==> config.mk <==
export PLATFORM = sky130hd
export DESIGN_NAME = drink_sequencer_flat
export DESIGN_NICKNAME = d
export VERILOG_FILES = /design/src/rtl/drink_sequencer_if.sv /design/src/rtl/drink_sequencer.sv /design/src/flat_wrapper.sv
export SDC_FILE = /design/constraint.sdc
export NUM_CORES = 1
export LEC_CHECK = 0
export BUFFER_PORTS_ARGS = -buffer_cell sky130_fd_sc_hd__buf_4
export CAP_MARGIN = 20
export CORE_MARGIN = 1.5
export CORE_UTILIZATION = 41
export CTS_CLUSTER_DIAMETER = 200
export DETAILED_ROUTE_END_ITERATION = 7
export GPL_TIMING_DRIVEN = 1
export SLEW_MARGIN = 10
export SYNTH_ARGS = -nofsm -noshare
export SYNTH_HDL_FRONTEND = slang
export SYNTH_SLANG_ARGS = --single-unit
==> constraint.sdc <==
create_clock -name clk -period 1.7 [get_ports clk]
set_input_delay 0.34 -clock clk [delete_from_list [all_inputs] [get_ports clk]]
set_output_delay 0.34 -clock clk [all_outputs]
set_load 0.05 [all_outputs]
==> src/rtl/drink_sequencer_if.sv <==
// Signal bundle between the drink sequencer and its surroundings.
// It carries the tick strobe, payment, selection and sensor inputs, plus the LED, status and debug outputs.
interface drink_sequencer_if;
    logic       tick;
    logic       pay_ok;
    logic [1:0] drink_sel;
    logic       cancel;
    logic       sensors_ok;
    logic       led_press;
    logic       led_aquec;
    logic       led_bebida_1;
    logic       led_bebida_2;
    logic       busy;
    logic       done;
    logic       refund;
    logic [2:0] state;

    modport master (
        output tick, pay_ok, drink_sel, cancel, sensors_ok,
        input  led_press, led_aquec, led_bebida_1, led_bebida_2,
               busy, done, refund, state
    );

    modport slave (
        input  tick, pay_ok, drink_sel, cancel, sensors_ok,
        output led_press, led_aquec, led_bebida_1, led_bebida_2,
               busy, done, refund, state
    );
endinterface

==> src/rtl/drink_sequencer.sv <==
// Sequences one drink-preparation cycle: selection, pressurization, heating, dispensing, then completion or refund.
// A single tick counter times every phase, and all outputs are decoded from registered state.
module drink_sequencer #(
    parameter int T_SEL   = 15,
    parameter int T_PRESS = 2,
    parameter int T_HEAT  = 2,
    parameter int T_DISP  = 5,
    parameter int CNT_W   = 4
) (
    input  logic                clk,
    input  logic                reset_n,
    drink_sequencer_if.slave    bus
);

    typedef enum logic [2:0] {
        IDLE   = 3'b000,
        SEL    = 3'b001,
        PRESS  = 3'b010,
        HEAT   = 3'b011,
        DISP   = 3'b100,
        DONE   = 3'b101,
        REFUND = 3'b110
    } state_t;

    localparam logic [CNT_W-1:0] SEL_LAST   = CNT_W'(T_SEL - 1);
    localparam logic [CNT_W-1:0] PRESS_LAST = CNT_W'(T_PRESS - 1);
    localparam logic [CNT_W-1:0] HEAT_LAST  = CNT_W'(T_HEAT - 1);
    localparam logic [CNT_W-1:0] DISP_LAST  = CNT_W'(T_DISP - 1);

    state_t           state_reg, state_next;
    logic [CNT_W-1:0] cnt_reg, cnt_next;
    logic [1:0]       sel_reg, sel_next;
    logic             sel_valid;
    logic             timed;

    assign sel_valid = (bus.drink_sel == 2'b01) || (bus.drink_sel == 2'b10);
    assign timed     = (state_reg == SEL) || (state_reg == PRESS) ||
                       (state_reg == HEAT) || (state_reg == DISP);

    always_ff @(posedge clk or negedge reset_n) begin
        if (!reset_n) begin
            state_reg <= IDLE;
            cnt_reg   <= '0;
            sel_reg   <= 2'b00;
        end else begin
            state_reg <= state_next;
            cnt_reg   <= cnt_next;
            sel_reg   <= sel_next;
        end
    end

    // Aborts are tested before expiry so that a cancel on the final tick wins.
    always_comb begin
        state_next = state_reg;
        sel_next   = sel_reg;
        case (state_reg)
            IDLE: begin
                if (bus.pay_ok) state_next = SEL;
            end
            SEL: begin
                if (bus.cancel) begin
                    state_next = REFUND;
                end else if (sel_valid && bus.sensors_ok) begin
                    state_next = PRESS;
                    sel_next   = bus.drink_sel;
                end else if (bus.tick && cnt_reg == SEL_LAST) begin
                    state_next = REFUND;
                end
            end
            PRESS: begin
                if (bus.cancel || !bus.sensors_ok)             state_next = REFUND;
                else if (bus.tick && cnt_reg == PRESS_LAST)    state_next = HEAT;
            end
            HEAT: begin
                if (bus.cancel || !bus.sensors_ok)             state_next = REFUND;
                else if (bus.tick && cnt_reg == HEAT_LAST)     state_next = DISP;
            end
            DISP: begin
                if (bus.tick && cnt_reg == DISP_LAST)          state_next = DONE;
            end
            DONE, REFUND: begin
                state_next = IDLE;
                sel_next   = 2'b00;
            end
            default: begin
                state_next = IDLE;
                sel_next   = 2'b00;
            end
        endcase
    end

    always_comb begin
        cnt_next = cnt_reg;
        if (state_next != state_reg)  cnt_next = '0;
        else if (bus.tick && timed)   cnt_next = cnt_reg + 1'b1;
    end

    assign bus.state        = state_reg;
    assign bus.busy         = (state_reg != IDLE);
    assign bus.led_press    = (state_reg == PRESS);
    assign bus.led_aquec    = (state_reg == HEAT);
    assign bus.led_bebida_1 = (state_reg == DISP) && (sel_reg == 2'b01);
    assign bus.led_bebida_2 = (state_reg == DISP) && (sel_reg == 2'b10);
    assign bus.done         = (state_reg == DONE);
    assign bus.refund       = (state_reg == REFUND);

endmodule

==> src/flat_wrapper.sv <==
// flat-port wrapper written by rule: the top's interface ports become plain ports
module drink_sequencer_flat 
#(
    parameter int T_SEL   = 15,
    parameter int T_PRESS = 2,
    parameter int T_HEAT  = 2,
    parameter int T_DISP  = 5,
    parameter int CNT_W   = 4
)
  (clk, reset_n, bus_tick, bus_pay_ok, bus_drink_sel, bus_cancel, bus_sensors_ok, bus_led_press, bus_led_aquec, bus_led_bebida_1, bus_led_bebida_2, bus_busy, bus_done, bus_refund, bus_state);
  drink_sequencer_if bus_i ();
  input  logic clk;
  input  logic reset_n;
  input wire logic [$bits(bus_i.tick)-1:0] bus_tick;
  input wire logic [$bits(bus_i.pay_ok)-1:0] bus_pay_ok;
  input wire logic [$bits(bus_i.drink_sel)-1:0] bus_drink_sel;
  input wire logic [$bits(bus_i.cancel)-1:0] bus_cancel;
  input wire logic [$bits(bus_i.sensors_ok)-1:0] bus_sensors_ok;
  output wire logic [$bits(bus_i.led_press)-1:0] bus_led_press;
  output wire logic [$bits(bus_i.led_aquec)-1:0] bus_led_aquec;
  output wire logic [$bits(bus_i.led_bebida_1)-1:0] bus_led_bebida_1;
  output wire logic [$bits(bus_i.led_bebida_2)-1:0] bus_led_bebida_2;
  output wire logic [$bits(bus_i.busy)-1:0] bus_busy;
  output wire logic [$bits(bus_i.done)-1:0] bus_done;
  output wire logic [$bits(bus_i.refund)-1:0] bus_refund;
  output wire logic [$bits(bus_i.state)-1:0] bus_state;
  assign bus_i.tick = bus_tick;
  assign bus_i.pay_ok = bus_pay_ok;
  assign bus_i.drink_sel = bus_drink_sel;
  assign bus_i.cancel = bus_cancel;
  assign bus_i.sensors_ok = bus_sensors_ok;
  assign bus_led_press = bus_i.led_press;
  assign bus_led_aquec = bus_i.led_aquec;
  assign bus_led_bebida_1 = bus_i.led_bebida_1;
  assign bus_led_bebida_2 = bus_i.led_bebida_2;
  assign bus_busy = bus_i.busy;
  assign bus_done = bus_i.done;
  assign bus_refund = bus_i.refund;
  assign bus_state = bus_i.state;
  drink_sequencer #(.T_SEL(T_SEL), .T_PRESS(T_PRESS), .T_HEAT(T_HEAT), .T_DISP(T_DISP), .CNT_W(CNT_W)) u_core (.clk(clk), .reset_n(reset_n), .bus(bus_i));
endmodule
==> results of run 1 <==
per-stage QoR:
| stage | std cells | worst slack (ns) |
|---|---|---|
| 2_1_floorplan | 81 | -0.0788 |
| 3_3_place_gp | 121 | 0.0589 |
| 3_5_place_dp | 121 | 0.0284 |
| 4_1_cts | 132 | -0.0239 |
| 5_1_grt | 138 | -0.0769 |
| 6_report | 138 | -0.0173 |
metal layers:
layer  track usage (%)  up-vias  part of all wire, %
met3              6.67        2                  4.9
met1              28.4      359                   46
met4              5.14        0                 0.90
li1                  -      366                    -
met2              34.4       29                   48
met5                 0        -                    0
repair_timing:
| action | CTS | global route |
|---|---|---|
| gates resized for setup | 4 | 14 |
| hold buffers | 1 | 0 |
| endpoints found under the hold margin | 9 | 0 |
| pin swaps | 2 | 8 |
| setup buffers | 6 | 6 |
| setup endpoints to repair | 5 | 9 |
layout make-up:
type / instances / area share [%]
Clock inverter: 1 / 0.418
Timing Repair Buffer: 32 / 23.2
Multi-Input combinational cell: 65 / 51.6
Inverter: 3 / 0.939
Sequential cell: 9 / 19.4
Clock buffer: 3 / 1.88
Tap cell: 25 / 2.61
worst max-delay path, stage by stage (launching register included):
cell	delay, ns
dfrtp_4	0.52
nor2_4	0.13
nand2_4	0.09
nor3b_4	0.18
buf_6	0.18
final timing paths:
check	start	to	slack, ns	cells past startpoint
setup / recovery	u_core.bus.state[1]	bus_led_bebida_2	-0.02	4
hold / removal	bus_drink_sel[1]	u_core.sel_reg[1]	0.40	3
setup reg to reg	u_core.cnt_reg[0]	u_core.cnt_reg[3]	0	6
hold reg to reg	u_core.sel_reg[0]	u_core.sel_reg[0]	0.60	1
max in group asynchronous	reset_n	u_core.bus.state[2]	1.11	2
min in group asynchronous	reset_n	u_core.bus.state[0]	0.42	2
synth_stat cells:
cell type  n  share of area [%]
o311ai_1   1                1.1
dfrtp_1    9                 29
and4bb_2   1                1.6
a31oi_1    2                1.6
o2bb2ai_1  2                2.3
a2111oi_4  1                3.6
nor2b_1    3                2.4
nand2_1    4                1.9
and3_1     2                1.6
nand3_1    2                1.3
and4b_1    1                1.3
a2bb2oi_1  1                1.1
nor3_1     5                3.2
and4_2     1                1.3
mux2i_1    2                2.6
o211ai_2   1                1.6
and4bb_1   1                1.6
inv_1      3                1.5
a22oi_2    1                1.6
xnor2_1    3                3.4
nor2_1     6                2.9
a41o_1     1                1.3
buf_2      2                1.3
nor3b_2    1                1.6
nor3b_1    2                1.9
buf_6      1                1.5
o221ai_2   1                1.9
mux2_1     1                1.5
or3_4      1                1.5
a21oi_1    4                2.6
clkbuf_1   1               0.48
ha_1       4                6.5
nand4_1    2                1.6
o21ai_1    1               0.65
nor4b_1    1                1.1
o211ai_1   1               0.97
xor2_1     3                3.4
nand2b_1   2                1.6
power by group through the flow:
stage               Sequential, W  Clock [W]  Combinational [W]
floorplan                0.000465          0           0.000775
global placement         0.000459          0            0.00103
detailed placement       0.000461          0            0.00102
CTS                      0.000410   0.000179            0.00120
global route             0.000415   0.000193            0.00148
finish                   0.000402   0.000177            0.00139
placed cells by master, fill, tap and decap left out, drive strengths merged:
cell type    count
inv              3
and4bb           2
o2bb2ai          2
nor3             5
o221ai           1
nor3b            3
clkinv           1
nand2            4
and4             1
and3             2
a2bb2oi          1
nand2b           2
a41o             1
a2111oi          1
ha               4
o311ai           1
xor2             3
o21ai            1
o211ai           2
mux2             1
a21oi            4
mux2i            2
nor4b            1
dfrtp            9
nand3            2
dlygate4sd3      1
xnor2            3
nor2b            3
or3              1
and4b            1
clkbuf           3
nor2             6
buf             31
a31oi            2
a22oi            1
nand4            2
cells by family after synthesis:
group | after synthesis
simple gates | 35
flops | 9
buf+inv | 7
compound gates | 17
fa+ha+maj | 4
xor+xnor | 6
mux | 3
==> reports/metrics.cfg, run 1 <==
[critical_path]
arrival_ns=1.38
path_max_fanout=6
end_kind=primary output
worstPathRequired_ns=1.36
cp-start-kind=flop
worstSetupPathType=reg2out

[power_and_ir_drop]
pwr-share-clk_pct=8.9
power_w=0.00197
cellLeakagePower_nw=0.506
power_density_mw_per_mm2=1650
internal_power_w=0.000993
swShare_pct=49.7
netSwitchingPower_w=0.000980
ir_drop_v=0.000800
comb_power_share_pct=70.7
p_seq_share_pct=20.4

[yosys]
yosysWarnings=0
synth_cell_types=38
avgSynthCellArea_um2=9.56
netlist_area_um2=774
synthMuxAreaShare_pct=4.04
syn-num-nets=93
synth_seq_cells=9
synth-xor-area-share_pct=6.79
synth_cells=81
synth_top_family_by_area=simple AND/OR/NAND/NOR gates
ys_seq_area_share_pct=29.1
synthAdderAreaFrac_pct=6.46
synth_simple_gate_area_share_pct=28.6
synth_compound_gate_area_share_pct=20.4

[status]
status=finished, violations left
violations=negative setup slack

[finish]
largest_reg_flops=4
num_antenna_cells=0
final_core_utilization_pct=68.7
regArea_um2=233
multi_input_area_um2=618
fill_cells=134
drive_above_1_share_pct=57.5
fin_area_mm2=0.00120
syn_to_final_growth_pct=54.8
fin_nets=126

[clock_tree]
cts_buffer_depth=2
cts_sinks=9
cts_tree=done
cts.clk_slew.worst_paths_ns=0.08
insertion_delay_ns=0.28
htreeDepth=1
root_buffer=clkbuf_4
cts-buffers-inserted=3

[placed_design]
placed_cell_area_um2=980
hpwl_mm=1.40
routabilityCongestion=0.838
io_buffers=17

[drt]
drtIter0Drc=18
dr_total_vias=756
via_per_inst=5.48
drc=0
totalWireLength_mm=2.11
drtPass1Iterations=4
detail-route-antenna-nets=0
post_drt_wl_per_cell_um=15.3

[die]
die_width_um=46.5
start_util_pct=44.4
die_y_um=46.5
pin_count=18
coreArea_mm2=0.00175
die-area_mm2=0.00216
row_count=15

[timing]
fin_skew_ns=0.0129
maxClockFrequency_mhz=582
grt_setup_unrepaired=true
fin_crit_ns=1.72
fin_setup_tns_ns=-0.0455
setup_viol=4
whs_ns=0.402
tightest_slew_ns=0.419
slew_violations=0
fin_crit_sh_pct=101
relSlewSlack_pct=71.9
worst_slack_ns=-0.0173
finalHoldViolCount=0

[global_route]
grt_pass1_wl_mm=3.27
antenna_found_initial=0
grt_pass1_vias=705
grt_max_degree=14
overflow=0
grt_usage_pct=21.6

[worst_hold_path]
min_path_type=in2reg

[flow_run]
cap_violations=0

No activity file was read; power rests on OpenSTA's default activity.
==> run 2: changes to the inputs <==
--- a/config.mk
+++ b/config.mk
@@ -9,9 +9,11 @@
 export CAP_MARGIN = 20
 export CORE_MARGIN = 1.5
 export CORE_UTILIZATION = 41
+export CTS_BUF_LIST = sky130_fd_sc_hd__clkbuf_4 sky130_fd_sc_hd__clkbuf_8 sky130_fd_sc_hd__clkbuf_16
 export CTS_CLUSTER_DIAMETER = 200
 export DETAILED_ROUTE_END_ITERATION = 7
 export GPL_TIMING_DRIVEN = 1
+export RECOVER_POWER = 50
 export SLEW_MARGIN = 10
 export SYNTH_ARGS = -nofsm -noshare
 export SYNTH_HDL_FRONTEND = slang
==> run 2 against run 1 <==
The flow still finishes with violations (negative setup slack). Register-to-register slack barely moved. Fmax about the same. Non-clock buffer count did not move. Clock power about the same. Critical path depth stayed put. Worst setup slack is essentially flat. Design area fell by 0.31%. Cell count did not move. Wire length hardly changed. Sequential cell count did not move. Die area did not move. Core utilization down 0.21 points. Critical path type unchanged. Highest routed layer unchanged.
==> reports/metrics.cfg, run 2 (synthesis results as in run 1) <==
[critical_path]
arrival_ns=1.38
worstPathRequired_ns=1.36
slowest_delay_ns=0.52
slowest_stage=dfrtp_4
cp-start-kind=flop
crit_start=u_core.bus.state[1]
worstPathCellList=nor2_4 -> nand2_4 -> nor3b_4 -> buf_6
critPathTopFamily=flip-flops
path_max_fanout=6
worstSetupPathType=reg2out
crit-reg2reg-launch=u_core.cnt_reg[0]
path_buf_inv=1
end_kind=primary output

[power_and_ir_drop]
power_density_mw_per_mm2=1650
pwr-share-clk_pct=9.0
cellLeakagePower_nw=0.503
ir_drop_v=0.000800
p_seq_share_pct=20.4
swShare_pct=49.7
comb_power_share_pct=70.7
netSwitchingPower_w=0.000980
internal_power_w=0.000992

[clock_tree]
cts_tree=done
htreeDepth=1
insertion_delay_ns=0.28
cts.clk_slew.worst_paths_ns=0.08
cts_buffer_depth=2
root_buffer=clkbuf_4
cts_sinks=9
cts-buffers-inserted=3

[drt]
post_drt_wl_per_cell_um=15.3
drtPass1Iterations=4
dr_total_vias=759
drtIter0Drc=18
drc=0
totalWireLength_mm=2.11
detail-route-antenna-nets=0
via_per_inst=5.50

[placed_design]
routabilityCongestion=0.838
hpwl_mm=1.40
io_buffers=17

[finish]
fin_nets=126
layout_common_cells=buf_4 (24), dfrtp_1 (5), buf_6 (4)
num_antenna_cells=0
final_common_cell=buf_4
largest_reg_flops=4
syn_to_final_growth_pct=54.3
final_core_utilization_pct=68.5
drive_above_1_share_pct=56.6

[die]
die_width_um=46.5
row_count=15
die-area_mm2=0.00216
coreArea_mm2=0.00175
pin_count=18
die_y_um=46.5
start_util_pct=44.4

[timing]
setup_viol=4
fin_crit_sh_pct=101
tightest_slew_ns=0.549
grt_setup_unrepaired=true
maxClockFrequency_mhz=582
slew_violations=0
finalHoldViolCount=0
fin_skew_ns=0.0126
whs_ns=0.402
relSlewSlack_pct=63.4
fin_crit_ns=1.72
worst_slack_ns=-0.0172

[worst_hold_path]
hold_start=bus_drink_sel[1]
min_path_type=in2reg

[flow_run]
cap_violations=0

[global_route]
grt_max_degree=14
grt_pass1_vias=705
grt_usage_pct=21.6
antenna_found_initial=0
grt_pass1_wl_mm=3.27
overflow=0

[status]
status=finished, violations left
violations=negative setup slack

==> run 2: cell count changes in the layout (fill, tap and decap cells not counted), sizes merged <==
cell and delta:
buf -1, clkbuf +1
==> run 2: area by class of cell <==
type | instances | area (um^2)
flip-flops and latches | 9 | 233
well taps | 25 | 31.3
clock buffers | 3 | 22.5
fillers | 134 | 551
clock inverters | 1 | 5.00
repair buffers | 32 | 274
inverters | 3 | 11.3
multi-input cells | 65 | 618
==> run 2: final timing paths <==
path                                             to  slack (ns)  cells after the start
worst max-delay path               bus_led_bebida_2       -0.02                      4
worst max register to register    u_core.cnt_reg[3]           0                      6
min in group asynchronous       u_core.bus.state[1]        0.56                      2
max in group asynchronous       u_core.bus.state[2]        0.74                      2
worst min register to register    u_core.sel_reg[0]        0.60                      1
worst min-delay path              u_core.sel_reg[1]        0.40                      3
==> run 2: metrics by stage <==
stage	setup TNS, ns	setup slack [ns]	instance area, um^2	instances	power, W
6_report	-0.0459	-0.0172	1190	138	0.00197
5_1_grt	-0.363	-0.0769	1190	138	0.00209
4_1_cts	-0.0420	-0.0239	1080	132	0.00179
3_5_place_dp	0	0.0284	980	121	0.00148
3_3_place_gp	0	0.0589	980	121	0.00149
2_1_floorplan	-0.218	-0.0788	832	81	0.00124
==> run 2: repair_timing <==
action                     in CTS  in global routing
hold endpoints to repair        9                  0
resized for setup               4                 14
setup buffers                   6                  6
hold buffers                    1                  0
pin swaps                       2                  8
setup endpoints to repair       5                  9
==> run 2: power by group through the flow <==
stage | registers, W | logic (W) | clock network, W
after global placement | 0.000459 | 0.00103 | 0
after floorplan | 0.000465 | 0.000775 | 0
after global routing | 0.000415 | 0.00148 | 0.000193
after CTS | 0.000410 | 0.00120 | 0.000179
final | 0.000402 | 0.00139 | 0.000176
after detailed placement | 0.000461 | 0.00102 | 0
==> run 2: worst min-delay path, cell delays in order <==
cell and delay [ns]:
buf_4 0.10, a21oi_1 0.06, o2bb2ai_1 0.14
==> run 2: per-layer routing <==
| layer | vias up | wire (um) | GRT usage (%) |
|---|---|---|---|
| met3 | 2 | 102 | 6.67 |
| met5 | - | 0 | 0 |
| met1 | 364 | 975 | 28.4 |
| li1 | 366 | - | - |
| met2 | 27 | 1020 | 34.4 |
| met4 | 0 | 19 | 5.14 |
==> run 3: changes to the inputs <==
--- a/config.mk
+++ b/config.mk
@@ -7,7 +7,7 @@
 export LEC_CHECK = 0
 export BUFFER_PORTS_ARGS = -buffer_cell sky130_fd_sc_hd__buf_4
 export CAP_MARGIN = 20
-export CORE_MARGIN = 1.5
+export CORE_MARGIN = 5
 export CORE_UTILIZATION = 41
 export CTS_BUF_LIST = sky130_fd_sc_hd__clkbuf_4 sky130_fd_sc_hd__clkbuf_8 sky130_fd_sc_hd__clkbuf_16
 export CTS_CLUSTER_DIAMETER = 200
==> run 3 against run 2 <==
The run still ends with negative setup slack left. Power grew 2.9%. Cell count grew 2.9%. Combinational power grew 4%. Clock skew shrank 0.012 ns. Sequential power grew 6.2%. Sequential share of layout area shrank 0.77 points. Global-route usage shrank 6.2 points. Clock-buffer cell count grew 1. First-iteration DRC count shrank 78%. Via count shrank 1.8%. Non-clock buffer count grew 4. Register-to-register slack gained 0.02 ns. Critical endpoint is now bus_led_bebida_1.
==> reports/metrics.cfg, run 3 (synthesis results as in run 1) <==
[drt]
dr_total_vias=745
drc=0
via_per_inst=5.25
totalWireLength_mm=2.11
post_drt_wl_per_cell_um=14.8
drtIter0Drc=4
drtPass1Iterations=4
detail-route-antenna-nets=0

[global_route]
grt_max_degree=11
grt_usage_pct=15.4
grt_pass1_wl_mm=3.29
grt_pass1_vias=760
overflow=0
antenna_found_initial=0

[placed_design]
dp_slack_ns=0.0156
io_buffers=17
routabilityCongestion=0.907
placed_cell_area_um2=980
hpwl_mm=1.39

[finish]
fin_area_mm2=0.00124
fill_cells=143
drive_above_1_share_pct=59.8
layout_common_cells=buf_4 (28), buf_6 (6), dfrtp_1 (6), nor3_2 (4), clkbuf_4 (4)
fin_nets=130
largest_reg_flops=4
final_common_cell=buf_4
final_core_utilization_pct=70.1
syn_to_final_growth_pct=59.8
num_antenna_cells=0

[worst_hold_path]
min_path_type=in2reg

[clock_tree]
cts_buffer_depth=2
cts_tree=done
cts-buffers-inserted=3
cts_sinks=9
insertion_delay_ns=0.24
root_buffer=clkbuf_4
cts.clk_slew.worst_paths_ns=0.05
htreeDepth=1

[power_and_ir_drop]
cellLeakagePower_nw=0.530
power_density_mw_per_mm2=1640
ir_drop_v=0.000902
netSwitchingPower_w=0.000999
internal_power_w=0.00103
pwr-share-clk_pct=8.2
swShare_pct=49.2
comb_power_share_pct=70.8
p_seq_share_pct=21.0

[critical_path]
worstPathRequired_ns=1.36
slowest_stage=dfrtp_4
arrival_ns=1.37
worstSetupPathType=reg2out
worstPathCellList=nor2_4 -> nand2_4 -> nor3b_4 -> buf_6
end_kind=primary output
path_max_fanout=7
slowest_delay_ns=0.52
cp-start-kind=flop

[status]
status=finished, violations left
violations=negative setup slack

[timing]
worst_slack_ns=-0.0132
fin_crit_ns=1.71
relSlewSlack_pct=69.1
tightest_slew_ns=0.463
fin_setup_tns_ns=-0.0212
finalHoldViolCount=0
fin_skew_ns=0.00101
setup_viol=2
whs_ns=0.431
fin_crit_sh_pct=101
grt_setup_unrepaired=true
maxClockFrequency_mhz=584
slew_violations=0

[die]
die_width_um=53.5
pin_count=18
row_count=15
start_util_pct=43.9
die-area_mm2=0.00286
die_y_um=53.5
coreArea_mm2=0.00176

[flow_run]
cap_violations=0

run 3: changes by cell type in the layout (fill, tap and decap cells not counted), sizes merged:
cell	before	now
clkbuf	4	5
clkinv	1	0
buf	30	34
run 3: metrics by stage:
step	cells	power [W]
6_report	142	0.00203
5_1_grt	142	0.00216
4_1_cts	136	0.00184
3_5_place_dp	121	0.00149
3_3_place_gp	121	0.00149
2_1_floorplan	81	0.00124
run 3: critical path, delay by kind of cell, from the launching register on:
kind	cells	cell delay (ns)
buf+inv	1	0.18
simple gates	3	0.42
flops	1	0.52
run 3: power groups by stage:
| stage | logic [W] | clock network, W | registers [W] |
|---|---|---|---|
| 2_1_floorplan | 0.000775 | 0 | 0.000465 |
| 3_3_place_gp | 0.00102 | 0 | 0.000474 |
| 3_5_place_dp | 0.00102 | 0 | 0.000473 |
| 4_1_cts | 0.00125 | 0.000174 | 0.000416 |
| 5_1_grt | 0.00152 | 0.000189 | 0.000442 |
| 6_report | 0.00144 | 0.000165 | 0.000427 |
run 3: what timing repair did:
action / 4_1_cts / 5_1_grt
cloned: 0 / 0
hold endpoints to repair: 9 / 0
resized for setup: 5 / 16
buffers inserted: 10 / 6
setup endpoints to repair: 5 / 10
hold buffers: 1 / 0
pin swaps: 3 / 10
run 3: per-layer routing:
| layer | up-vias | share of wire [%] | GRT usage [%] | wire length, um |
|---|---|---|---|---|
| met5 | - | 0 | 0 | 0 |
| met4 | 0 | 0 | 5.96 | 0 |
| met3 | 0 | 5.8 | 2.54 | 123 |
| met2 | 20 | 48 | 26.1 | 1010 |
| met1 | 348 | 46 | 19.1 | 969 |
| li1 | 377 | - | - | - |
run 3: path summary, 6_finish.rpt:
| check | cells past startpoint | from | slack (ns) | end |
|---|---|---|---|---|
| setup / recovery | 4 | u_core.bus.state[1] | -0.01 | bus_led_bebida_1 |
| hold reg to reg | 1 | u_core.sel_reg[0] | 0.59 | u_core.sel_reg[0] |
| setup reg to reg | 5 | u_core.cnt_reg[1] | 0.02 | u_core.cnt_reg[3] |
| min in group asynchronous | 2 | reset_n | 0.55 | u_core.sel_reg[1] |
| hold / removal | 3 | bus_drink_sel[0] | 0.43 | u_core.sel_reg[0] |
| max in group asynchronous | 2 | reset_n | 0.80 | u_core.bus.state[1] |
run 3: cell type report:
class                           count  area [um^2]  area share, %
Clock buffer                        4         30.0           2.43
Tap cell                           25         31.3           2.53
Timing Repair Buffer               36          292           23.6
Sequential cell                     9          231           18.7
Multi-Input combinational cell     65          642           51.9
Inverter                            3         11.3          0.910
